File: src/rtl/rv_pkg.sv
// Shared writeback types: result-select encoding and queue entry layout.
package rv_pkg;

    localparam int unsigned RV_WAD = 5;
    localparam int unsigned RV_WD  = 32;

    // Result select; 2'b11 is not named and falls back to the ALU result.
    typedef enum logic [1:0] {
        RES_ALU  = 2'b00,
        RES_LOAD = 2'b01,
        RES_PC4  = 2'b10
    } resultsrc_e;

    typedef struct packed {
        logic [RV_WAD-1:0] rd;
        logic [RV_WD-1:0]  data;
    } wb_entry_t;

endpackage

File: src/rtl/wb_fifo.sv
// Small FIFO holding long-latency results waiting for a free write-port cycle.
// Push when full and pop when empty are ignored.
module wb_fifo
    import rv_pkg::*;
#(
    parameter type         T     = wb_entry_t,
    parameter int unsigned DEPTH = 2,
    localparam int unsigned CW   = $clog2(DEPTH + 1),
    localparam int unsigned PW   = (DEPTH > 1) ? $clog2(DEPTH) : 1
) (
    input  logic          clk,
    input  logic          rst_n,
    input  logic          push_i,
    input  T              din_i,
    input  logic          pop_i,
    output T              dout_o,
    output logic [CW-1:0] count_o
);

    T              mem_q [DEPTH];
    logic [PW-1:0] wr_q, wr_d;
    logic [PW-1:0] rd_q, rd_d;
    logic [CW-1:0] cnt_q, cnt_d;
    logic          push_ok, pop_ok;

    // Pointer wrap, occupancy bookkeeping.
    always_comb begin
        push_ok = push_i && (cnt_q != CW'(DEPTH));
        pop_ok  = pop_i && (cnt_q != '0);
        wr_d    = wr_q;
        rd_d    = rd_q;
        if (push_ok) wr_d = (wr_q == PW'(DEPTH - 1)) ? '0 : wr_q + 1'b1;
        if (pop_ok)  rd_d = (rd_q == PW'(DEPTH - 1)) ? '0 : rd_q + 1'b1;
        cnt_d = cnt_q + CW'(push_ok) - CW'(pop_ok);
    end

    // Pointer and count registers; reset empties the queue.
    always_ff @(posedge clk) begin
        if (!rst_n) begin
            wr_q  <= '0;
            rd_q  <= '0;
            cnt_q <= '0;
        end else begin
            wr_q  <= wr_d;
            rd_q  <= rd_d;
            cnt_q <= cnt_d;
        end
    end

    // Entry storage; contents are only meaningful while counted.
    always_ff @(posedge clk) begin
        if (push_ok) mem_q[wr_q] <= din_i;
    end

    assign dout_o  = mem_q[rd_q];
    assign count_o = cnt_q;

endmodule

File: src/rtl/wb_arbiter.sv
// Writeback arbiter: MEM/WB pipeline slot shares the register-file write port
// with a queue of long-latency (mul/div) results. The pipeline always wins.
// Define WB_SCOREBOARD_EN to build the per-register pending-write scoreboard;
// otherwise busy is tied low.
module wb_arbiter
    import rv_pkg::*;
#(
    parameter int unsigned WAD   = 5,
    parameter int unsigned WD    = 32,
    parameter int unsigned DEPTH = 2,
    localparam int unsigned CW   = $clog2(DEPTH + 1)
) (
    input  logic              clk,
    input  logic              rst_n,
    input  logic              regwriteM,
    input  logic [WAD-1:0]    rdM,
    input  logic [1:0]        resultsrcM,
    input  logic [WD-1:0]     aluresultM,
    input  logic [WD-1:0]     readdataM,
    input  logic [WD-1:0]     pcplus4M,
    input  logic              flushW,
    input  logic              lu_valid,
    input  logic [WAD-1:0]    lu_rd,
    input  logic [WD-1:0]     lu_data,
    output logic              lu_ready,
    input  logic              lu_issue,
    input  logic [WAD-1:0]    lu_issue_rd,
    output logic              regwriteW,
    output logic [WAD-1:0]    rdW,
    output logic [WD-1:0]     resultW,
    output logic [2**WAD-1:0] busy,
    output logic [CW-1:0]     pending
);

    // Same layout as wb_entry_t, sized to this instance's widths.
    typedef struct packed {
        logic [WAD-1:0] rd;
        logic [WD-1:0]  data;
    } entry_t;

    logic           slot_vld_q, slot_vld_d;
    logic [WAD-1:0] slot_rd_q, slot_rd_d;
    logic [WD-1:0]  slot_data_q, slot_data_d;
    logic           lu_push, lu_pop;
    entry_t         lu_in, lu_head;

    // Select the stage result and qualify the write before capture.
    always_comb begin
        slot_vld_d = regwriteM && (rdM != '0) && !flushW;
        slot_rd_d  = rdM;
        case (resultsrcM)
            RES_LOAD: slot_data_d = readdataM;
            RES_PC4:  slot_data_d = pcplus4M;
            default:  slot_data_d = aluresultM;
        endcase
    end

    // MEM/WB slot register.
    always_ff @(posedge clk) begin
        if (!rst_n) begin
            slot_vld_q  <= 1'b0;
            slot_rd_q   <= '0;
            slot_data_q <= '0;
        end else begin
            slot_vld_q  <= slot_vld_d;
            slot_rd_q   <= slot_rd_d;
            slot_data_q <= slot_data_d;
        end
    end

    assign lu_ready   = rst_n && (pending < CW'(DEPTH));
    assign lu_push    = lu_valid && lu_ready && (lu_rd != '0);
    assign lu_pop     = !slot_vld_q && (pending != '0);
    assign lu_in.rd   = lu_rd;
    assign lu_in.data = lu_data;

    wb_fifo #(
        .T     (entry_t),
        .DEPTH (DEPTH)
    ) u_fifo (
        .clk     (clk),
        .rst_n   (rst_n),
        .push_i  (lu_push),
        .din_i   (lu_in),
        .pop_i   (lu_pop),
        .dout_o  (lu_head),
        .count_o (pending)
    );

    // Write-port mux: pipeline slot first, then queue head, else quiet zeros.
    always_comb begin
        regwriteW = 1'b0;
        rdW       = '0;
        resultW   = '0;
        if (slot_vld_q) begin
            regwriteW = 1'b1;
            rdW       = slot_rd_q;
            resultW   = slot_data_q;
        end else if (lu_pop) begin
            regwriteW = 1'b1;
            rdW       = lu_head.rd;
            resultW   = lu_head.data;
        end
    end

`ifdef WB_SCOREBOARD_EN
    logic [2**WAD-1:0] busy_q, busy_d;

    // Clear on queue writeback, then set on issue so a same-cycle set wins.
    always_comb begin
        busy_d = busy_q;
        if (lu_pop)   busy_d[lu_head.rd]  = 1'b0;
        if (lu_issue) busy_d[lu_issue_rd] = 1'b1;
        busy_d[0] = 1'b0;
    end

    // Scoreboard register.
    always_ff @(posedge clk) begin
        if (!rst_n) busy_q <= '0;
        else        busy_q <= busy_d;
    end

    assign busy = busy_q;
`else
    logic unused_issue;
    assign unused_issue = ^{lu_issue, lu_issue_rd};
    assign busy         = '0;
`endif

endmodule

File: config.mk
export PLATFORM = sky130hd
export DESIGN_NAME = wb_arbiter
export DESIGN_NICKNAME = d
export VERILOG_FILES = /design/src/rtl/rv_pkg.sv /design/src/rtl/wb_fifo.sv /design/src/rtl/wb_arbiter.sv
export SDC_FILE = /design/constraint.sdc
export NUM_CORES = 1
export LEC_CHECK = 0
export ABC_AREA = 1
export CORE_ASPECT_RATIO = 1.75
export CORE_MARGIN = 3
export CORE_UTILIZATION = 43
export DETAILED_ROUTE_END_ITERATION = 6
export PLACE_DENSITY = 0.83
export SKIP_CTS_REPAIR_TIMING = 1
export SYNTH_ARGS = -nofsm -noshare
export SYNTH_HDL_FRONTEND = slang
export SYNTH_SLANG_ARGS = --single-unit
File: constraint.sdc
create_clock -name clk -period 4 [get_ports clk]
set_clock_uncertainty 0.15 [all_clocks]
set_input_delay 0.4 -clock clk [delete_from_list [all_inputs] [get_ports clk]]
set_output_delay 0.4 -clock clk [all_outputs]
set_load 0.1 [all_outputs]
-- Word-level counts from Yosys, hierarchy flattened
Memories as Yosys holds them, arrays and structs flattened. A register that Yosys moved wholly into a read port is not among the register bits.
Index checks and enable logic that the tools add are counted.
- multiplexer cells: 13
- reduce and logical (&&, ||, !) cells: 13
- $add $sub $neg: 4
- equality and inequality tests: 3
- order comparisons: 1
- operators with widths (kind ; number):
    $mux W32 ; 2
    $pmux W32 S2 ; 1
    $mux W5 ; 2
    $reduce_bool A5 Y1 ; 2
    $logic_and A1 B1 Y1 ; 8
    $mux W1 ; 8
    $add A1 B1 Y1 const B ; 2
    $add A2 B1 Y2 ; 1
    $eq A2 B1 Y1 const B ; 1
    $eq A2 B2 Y1 const B ; 1
    $logic_not A1 Y1 ; 2
    $lt A2 B2 Y1 const B ; 1
    $ne A2 B2 Y1 const B ; 1
    $reduce_bool A2 Y1 ; 1
    $sub A2 B1 Y2 ; 1
- memory bits (writable): 74
- memories kept: 1
- register bits: 42
- bits of input ports: 151
- output and inout bits: 73
- logic and storage cells: 41
- memory list (memory ; depth ; bits a word ; rd ports ; clocked after Yosys merged registers in ; write ports ; RTL line ; RTL):
    u_fifo.mem_q ; 2 ; 37 ; 1 ; 1 ; 1 ; wb_fifo.sv:20 ; T mem_q [DEPTH];

-- Longest topological paths before layout
Gate-level depths: netlist of the first run.
- word-level depth: 7
- depth in mapped cells: 10
- depth with buffers taken out: 9

-- Hierarchy
A second synthesis of the first run with hierarchy kept.
- cells, all modules: 591
- area total of the unflattened synthesis: 5719.2 um^2
- by module, submodules not included (module ; instances ; cells an instance ; area an instance (um^2)):
    wb_fifo ; 1 ; 150 ; 3054.2
    wb_arbiter ; 1 ; 441 ; 2665.1

-- Worst setup path after synthesis of the first run
No wires, ideal clock.
- path type: reg2out
- start: register u_fifo.cnt_q[0], in the netlist u_fifo.count_o[0]
- end: output port resultW[15]
- data arrival time: 3612 ps
- path slack: -162 ps
- stages on the path, launching flop included: 4
- buffers on the path: 1
- cells stage by stage: dfxtp_1 o21ai_2 buf_2 o31ai_1
- longest elaborated chain between the ends: 4
- RTL lines (what ; RTL line ; RTL):
    start: declaration ; wb_fifo.sv:23 ; logic [CW-1:0] cnt_q, cnt_d;
    start signal: assignment ; wb_fifo.sv:46 ; cnt_q <= cnt_d;
    $reduce_bool A2 Y1 ; wb_arbiter.sv:73 ; assign lu_pop = !slot_vld_q && (pending != '0);
    $logic_and A1 B1 Y1 ; wb_arbiter.sv:73 ;
    $mux W32 ; wb_arbiter.sv:99 ; end else if (lu_pop) begin
    $mux W32 ; wb_arbiter.sv:95 ; if (slot_vld_q) begin
    end: declaration ; wb_arbiter.sv:30 ; output logic [WD-1:0] resultW,
Every way passes these cells.

-- Worst setup path after layout of the first run
- start: register u_fifo.cnt_q[1], in the netlist u_fifo.count_o[1]
- end: output port rdW[1]
- longest elaborated chain between the ends: 4
- RTL lines (what ; RTL line ; RTL):
    $reduce_bool A2 Y1 ; wb_arbiter.sv:73 ;
    $logic_and A1 B1 Y1 ; wb_arbiter.sv:73 ;
    $mux W5 ; wb_arbiter.sv:99 ;
    $mux W5 ; wb_arbiter.sv:95 ;
    end: declaration ; wb_arbiter.sv:29 ; output logic [WAD-1:0] rdW,
Every way passes these cells.

==> impl_metrics.json, run 1 <==
{
  "hold_depth": 2,
  "post-synth-top-area-cell": "edfxtp_1",
  "area_growth_pct": 43.7,
  "overflow": 0,
  "grt_util_met1_pct": 21.9,
  "worstPathMaxFanout": 22,
  "worst_r2r_endpoint": "u_fifo.count_o[1]",
  "min_period_over_period_pct": 69.9,
  "synth.top_cells.by_area": "edfxtp_1 42%, dfxtp_1 16%, o31ai_2 6.6%",
  "crit_path_capture_type": "output port",
  "clock.fmax_ghz": 0.358,
  "antenna_cells": 0,
  "r2r-start": "u_fifo.count_o[1]",
  "dieHeight_um": 153,
  "area.sequential_um2": 3080,
  "detail_route.vias_per_cell": 5.08,
  "row_count": 53,
  "cts.root.buffer_cell": "clkbuf_16",
  "remaining_drc_errors": 0,
  "synth_area_um2": 5290,
  "ys_types": 26,
  "clock_power_share_pct": 27.2,
  "path_buf_inv": 2,
  "cts_max_path_buffers": 2,
  "cts_tree": "built",
  "reg2reg_setup_slack_ns": 1.62,
  "global_route.usage.met3_pct": 6.27,
  "die_x_um": 89.9,
  "gp_routability_congestion": 0.815,
  "status": "finished, final reports clean",
  "cp_data_required_time_ns": 3.45,
  "number_of_enable_flip_flop_cells_after_synthesis": 74,
  "layout_setup_ws_ns": 1.21,
  "place.detailed.hpwl_um": 10600,
  "postSynth.asyncResetShare_pct": 0,
  "power.sequential.fraction_pct": 26.0,
  "hold_ws_ns": 0.328,
  "worst-slew-pin-transition_ns": 1.02,
  "rsz0062_at_grt": "false",
  "final_layout_size_suffix_gt1_share_pct": 18.3,
  "netsw_w": 0.00257,
  "initial_util_pct": 44.1,
  "critical-path-top-delay-family": "compound AO/OA/AOI/OAI gates",
  "total_count_of_max_transition_violations_in_the_final_report": 0,
  "grt_start_max_net_pins": 43,
  "floorplan.core_area_um2": 12000,
  "io_buffer_count": 185,
  "clock_latency_ns": 0.40,
  "timing.hold.worst.start": "u_fifo.rd_q",
  "dp_slack_ns": 1.24,
  "report.final.setup_viol": 0,
  "hold-path-endpoint": "u_fifo.rd_q",
  "synth_sequential_area_ratio_pct": 58.3,
  "ys_warn_count": 0,
  "worst_path_largest_cell_delay_ns": 0.63,
  "detailed_route_wire_length_um": 15400,
  "clock_sinks": 117,
  "power.share.switching_pct": 46.4,
  "yosysMostFrequentCell": "nand2_1",
  "cts_made_buffers": 17,
  "static-leakage-power_nw": 2.99,
  "final.fill_count": 955,
  "avg_cell_area_syn_um2": 10.2,
  "io_pins": 224,
  "post-route-min-period_ns": 2.79,
  "power.internal_w": 0.00297,
  "final-hold-violation-count": 0,
  "synth_ff_type": "edfxtp_1",
  "h_tree_depth": 4,
  "timing.critical_path.cells": "o21ai_4 > buf_4 > o31ai_2 > buf_4",
  "wire_per_inst_um": 17.6,
  "timing.hold.worst.class": "flop to flop",
  "ys_seq_elements": 117,
  "power_per_cell_area_nw_per_um2": 728,
  "synthTopCellsByCount": "84 x nand2_1, 74 x edfxtp_1, 67 x a21oi_1",
  "maxCapViolCount": 0,
  "timing.critical_path.from_type": "flop",
  "gr-usage-all-layers_pct": 22.5,
  "multi_input_area_um2": 1820,
  "cts.clk_slew.worst_paths_ns": 0.05,
  "num_vias": 4439,
  "worst_path_most_repeated_cell": "buf_4",
  "finish.net_count": 851,
  "grt_pass1_vias": 4673,
  "reg2reg_depth": 8,
  "vdd_ir_drop_max_v": 0.000484,
  "initialDrtViolationCount": 170,
  "cells_after_synth": 517,
  "critical_path.slowest_cell": "o21ai_4",
  "antenna_found_initial": 0,
  "path_class": "flop to output port",
  "grt_busiest_layer": "met2",
  "drt_pass1_iterations": 4,
  "share_of_the_synthesized_area_in_the_top_cell_type_pct": 42.0,
  "wire_length_of_the_first_global_routing_pass_um": 23800,
  "critical_path_arrival_ns": 2.24,
  "antenna_violating_nets_post_route": 0,
  "finalCoreUtilization_pct": 63.4,
  "timing.max_slew.rel_slack_pct": 31.8,
  "dieArea_um2": 13700,
  "met2_usage_pct": 42.8,
  "p_comb_share_pct": 46.8
}
==> registers in the layout, indices dropped and copies added, names as in the netlist, named ones only <==
name / flops
slot_vld_q: 1
u_fifo.mem_q: 74
u_fifo.wr_q: 1
slot_data_q: 32
u_fifo.rd_q: 1
u_fifo.count_o: 2
slot_rd_q: 5
==> cells by family after synthesis <==
group                      count (synthesis)  synth area share (%)
DFF                                      117                  58.3
buffers and inverters                     87                  9.98
and+or+nand+nor                          169                  13.1
xor gates and xnor gates                   1                 0.166
adders and majority gates                  4                 0.946
other                                      1                0.0709
AOI/OAI and AO/OA                        138                  17.5
==> worst reg2reg max path, stage by stage (launching register included) <==
cell     delay [ns]
dfxtp_1        0.37
o21ai_4        0.63
inv_1          0.15
ha_1           0.31
inv_1          0.04
ha_1           0.20
xor2_1         0.16
o21ai_0        0.19
nor2_1         0.06
==> power groups by stage <==
| stage | registers [W] | logic, W | clock network [W] |
|---|---|---|---|
| 2_1_floorplan | 0.00150 | 0.00204 | 0 |
| 3_3_place_gp | 0.00146 | 0.00256 | 0 |
| 3_5_place_dp | 0.00146 | 0.00260 | 0 |
| 4_1_cts | 0.00144 | 0.00260 | 0.00153 |
| 5_1_grt | 0.00145 | 0.00269 | 0.00159 |
| 6_report | 0.00144 | 0.00259 | 0.00151 |
==> worst max-delay path by stage <==
stage	start	end	slack, ns	cells after the start
after floorplan	u_fifo.count_o[0]	rdW[4]	-0.12	3
after global placement	rst_n	u_fifo.mem_q[0][31]	1.45	6
after detailed placement	resultsrcM[0]	slot_data_q[25]	1.24	6
after CTS	u_fifo.count_o[1]	rdW[1]	1.19	4
after global routing	u_fifo.count_o[1]	resultW[25]	1.11	4
final	u_fifo.count_o[1]	rdW[1]	1.21	4
==> metal layers <==
layer	share of wire (%)	vias to the layer above	wire, µm
li1	-	2071	-
met1	34	2124	5250
met5	0	-	0
met2	57	208	8720
met3	6.0	36	921
met4	3.4	0	522
==> stage by stage <==
step / std cells / TNS, ns / total power, W / instance area (µm²)
after floorplan: 548 / -0.807 / 0.00354 / 5410
final: 874 / 0 / 0.00553 / 7600
after global placement: 842 / 0 / 0.00401 / 7010
after global routing: 874 / 0 / 0.00572 / 7600
after detailed placement: 842 / 0 / 0.00406 / 7010
after CTS: 874 / 0 / 0.00557 / 7600
==> layout by cell type (no fill, tap or decap), types with 3 or more instances in the layout <==
cell / synthesis / routed
clkdlybuf4s50_1: 0 / 146
nand2_1: 84 / 84
edfxtp_1: 74 / 74
a21oi_1: 67 / 67
nor2_1: 59 / 58
buf_4: 35 / 47
dfxtp_1: 43 / 42
o21ai_0: 33 / 33
conb_1: 1 / 32
o31ai_2: 28 / 29
inv_1: 22 / 21
nor2_2: 20 / 20
clkbuf_16: 0 / 17
o31ai_1: 8 / 7
clkinv_2: 0 / 5
ha_1: 4 / 4
nand3_1: 3 / 3
clkbuf_1: 12 / 3
bufinv_16: 0 / 3
==> layout make-up <==
class	instances	area share, %
flip-flops and latches	117	40.6
multi-input cells	344	23.9
repair buffers	193	23.9
clock buffers	22	6.10
well taps	165	2.71
clock inverters	10	1.73
inverters	23	1.14
(Power assumes the default switching activity.)
==> run 2: changes to the inputs <==
==> constraint.sdc (replaced) <==
create_clock -name clk -period 2.6 [get_ports clk]
set_clock_uncertainty 0.15 [all_clocks]
set_input_delay 0.26 -clock clk [delete_from_list [all_inputs] [get_ports clk]]
set_output_delay 0.26 -clock clk [all_outputs]
set_load 0.1 [all_outputs]
==> impl_metrics.json, run 2 (synthesized netlist as in run 1, its figures left out) <==
{
  "status": "finished, final reports clean",
  "total_count_of_max_transition_violations_in_the_final_report": 0,
  "clock_sinks": 117,
  "clock.fmax_ghz": 0.420,
  "largest_register_ff_count": 74,
  "gr-usage-all-layers_pct": 24.2,
  "placement_cell_area_um2": 7830,
  "placedCellCount": 847,
  "hold_ws_ns": 0.269,
  "critical_path.slowest_cell": "inv_2",
  "final_cells": 879,
  "dieHeight_um": 153,
  "gp_routability_congestion": 0.835,
  "finish.net_count": 856,
  "dieArea_um2": 13700,
  "timing.critical_path.cells": "inv_2 > nor2_1 > o31ai_2 > buf_12",
  "cts.clk_slew.worst_paths_ns": 0.05,
  "wire_per_inst_um": 18.4,
  "post-route-min-period_ns": 2.38,
  "floorplan.core_area_um2": 12000,
  "h_tree_depth": 4,
  "finalPower_w": 0.00962,
  "drt_pass1_iterations": 5,
  "initial_util_pct": 44.1,
  "layout_setup_ws_ns": 0.217,
  "final_layout_size_suffix_gt1_share_pct": 20.3,
  "leading_registers_by_flop_count": "u_fifo.mem_q (74), slot_data_q (32), slot_rd_q (5)",
  "num_vias": 4447,
  "overflow": 0,
  "detailed_route_wire_length_um": 16100,
  "design_area_um2": 8420,
  "initialDrtViolationCount": 196,
  "detail_route.vias_per_cell": 5.06,
  "cts_made_buffers": 17,
  "vdd_ir_drop_max_v": 0.00109,
  "final-hold-violation-count": 0,
  "layout_commonest_cell": "clkdlybuf4s50_1",
  "worst_path_largest_cell_delay_ns": 0.52,
  "timing.max_slew.rel_slack_pct": 8.25,
  "row_count": 53,
  "timing.critical_path.from_type": "flop",
  "cts.root.buffer_cell": "clkbuf_16",
  "worstPathMaxFanout": 37,
  "antenna_found_initial": 1,
  "worst-slew-pin-transition_ns": 1.38,
  "die_x_um": 89.9,
  "power_per_cell_area_nw_per_um2": 1140,
  "crit_path_capture_type": "output port",
  "cts_tree": "built",
  "layout.cells.most_common_list": "144 x clkdlybuf4s50_1, 84 x nand2_1, 74 x edfxtp_1",
  "dp_slack_ns": 0.140,
  "cts_max_path_buffers": 2,
  "timing.hold.worst.class": "primary input to flop",
  "report.final.setup_viol": 0,
  "static-leakage-power_nw": 3.21,
  "grt_start_max_net_pins": 43,
  "place.detailed.hpwl_um": 11600,
  "io_pins": 224,
  "io_buffer_count": 185,
  "rsz0062_at_grt": "false",
  "clock_latency_ns": 0.40,
  "antenna_violating_nets_post_route": 0,
  "path_class": "flop to output port",
  "grt_pass1_vias": 5002,
  "area_growth_pct": 59.1,
  "remaining_drc_errors": 0,
  "maxCapViolCount": 0,
  "wire_length_of_the_first_global_routing_pass_um": 25800,
  "min_period_over_period_pct": 91.7,
  "critical_path_arrival_ns": 1.97,
  "top_register": "u_fifo.mem_q",
  "cp_data_required_time_ns": 2.19
}
[run 2: cell types whose count changed in the layout (fill, tap and decap cells not counted), moves of 7 or more]
cell     delta
buf_12     +40
buf_4      -33
o31ai_4    +28
o31ai_2    -21
o31ai_1     -7
[run 2: worst paths after layout]
kind / from / end / slack, ns / cells past startpoint
max: flop / resultW[3] / 0.22 / 4
min reg2reg: u_fifo.rd_q / u_fifo.rd_q / 0.33 / 2
min: readdataM[27] / slot_data_q[27] / 0.27 / 3
max reg2reg: u_fifo.count_o[1] / u_fifo.mem_q[0][24] / 0.72 / 6
[run 2: power by group]
group          total, W  switching [W]  leakage [nW]  internal [W]
Clock           0.00232       0.000774         0.288       0.00154
Combinational   0.00509        0.00345          1.88       0.00164
Sequential      0.00222      0.0000708          1.03       0.00215
Total           0.00962        0.00429          3.21       0.00533
[run 2: cell type report]
cell class | count | area [µm²]
well taps | 165 | 206
flip-flops and latches | 117 | 3090
diodes | 1 | 2.50
fillers | 834 | 3580
repair buffers | 198 | 2350
multi-input cells | 344 | 2100
clock inverters | 10 | 130
inverters | 23 | 86.3
clock buffers | 21 | 460
[run 2: worst max-delay path, delay by kind of cell, from the launching register on]
family / cells / cell delay (ns)
buffers and inverters: 2 / 0.74
AO/OA/AOI/OAI: 1 / 0.35
AND/OR/NAND/NOR: 1 / 0.14
flip-flops: 1 / 0.32
[run 2: layer usage]
layer | vias to the layer above | global-route usage [%] | part of all wire, %
li1 | 2084 | - | -
met1 | 2117 | 24.5 | 34
met2 | 211 | 46.8 | 57
met3 | 35 | 5.34 | 6.1
met4 | 0 | 10.1 | 3.2
met5 | - | 0 | 0
[run 2: metrics by stage]
step           TNS [ns]  utilization (%)
3_3_place_gp          0             65.2
6_report              0             70.1
2_1_floorplan     -1.36                -
3_5_place_dp          0             65.2
4_1_cts               0             70.1
5_1_grt               0             70.1
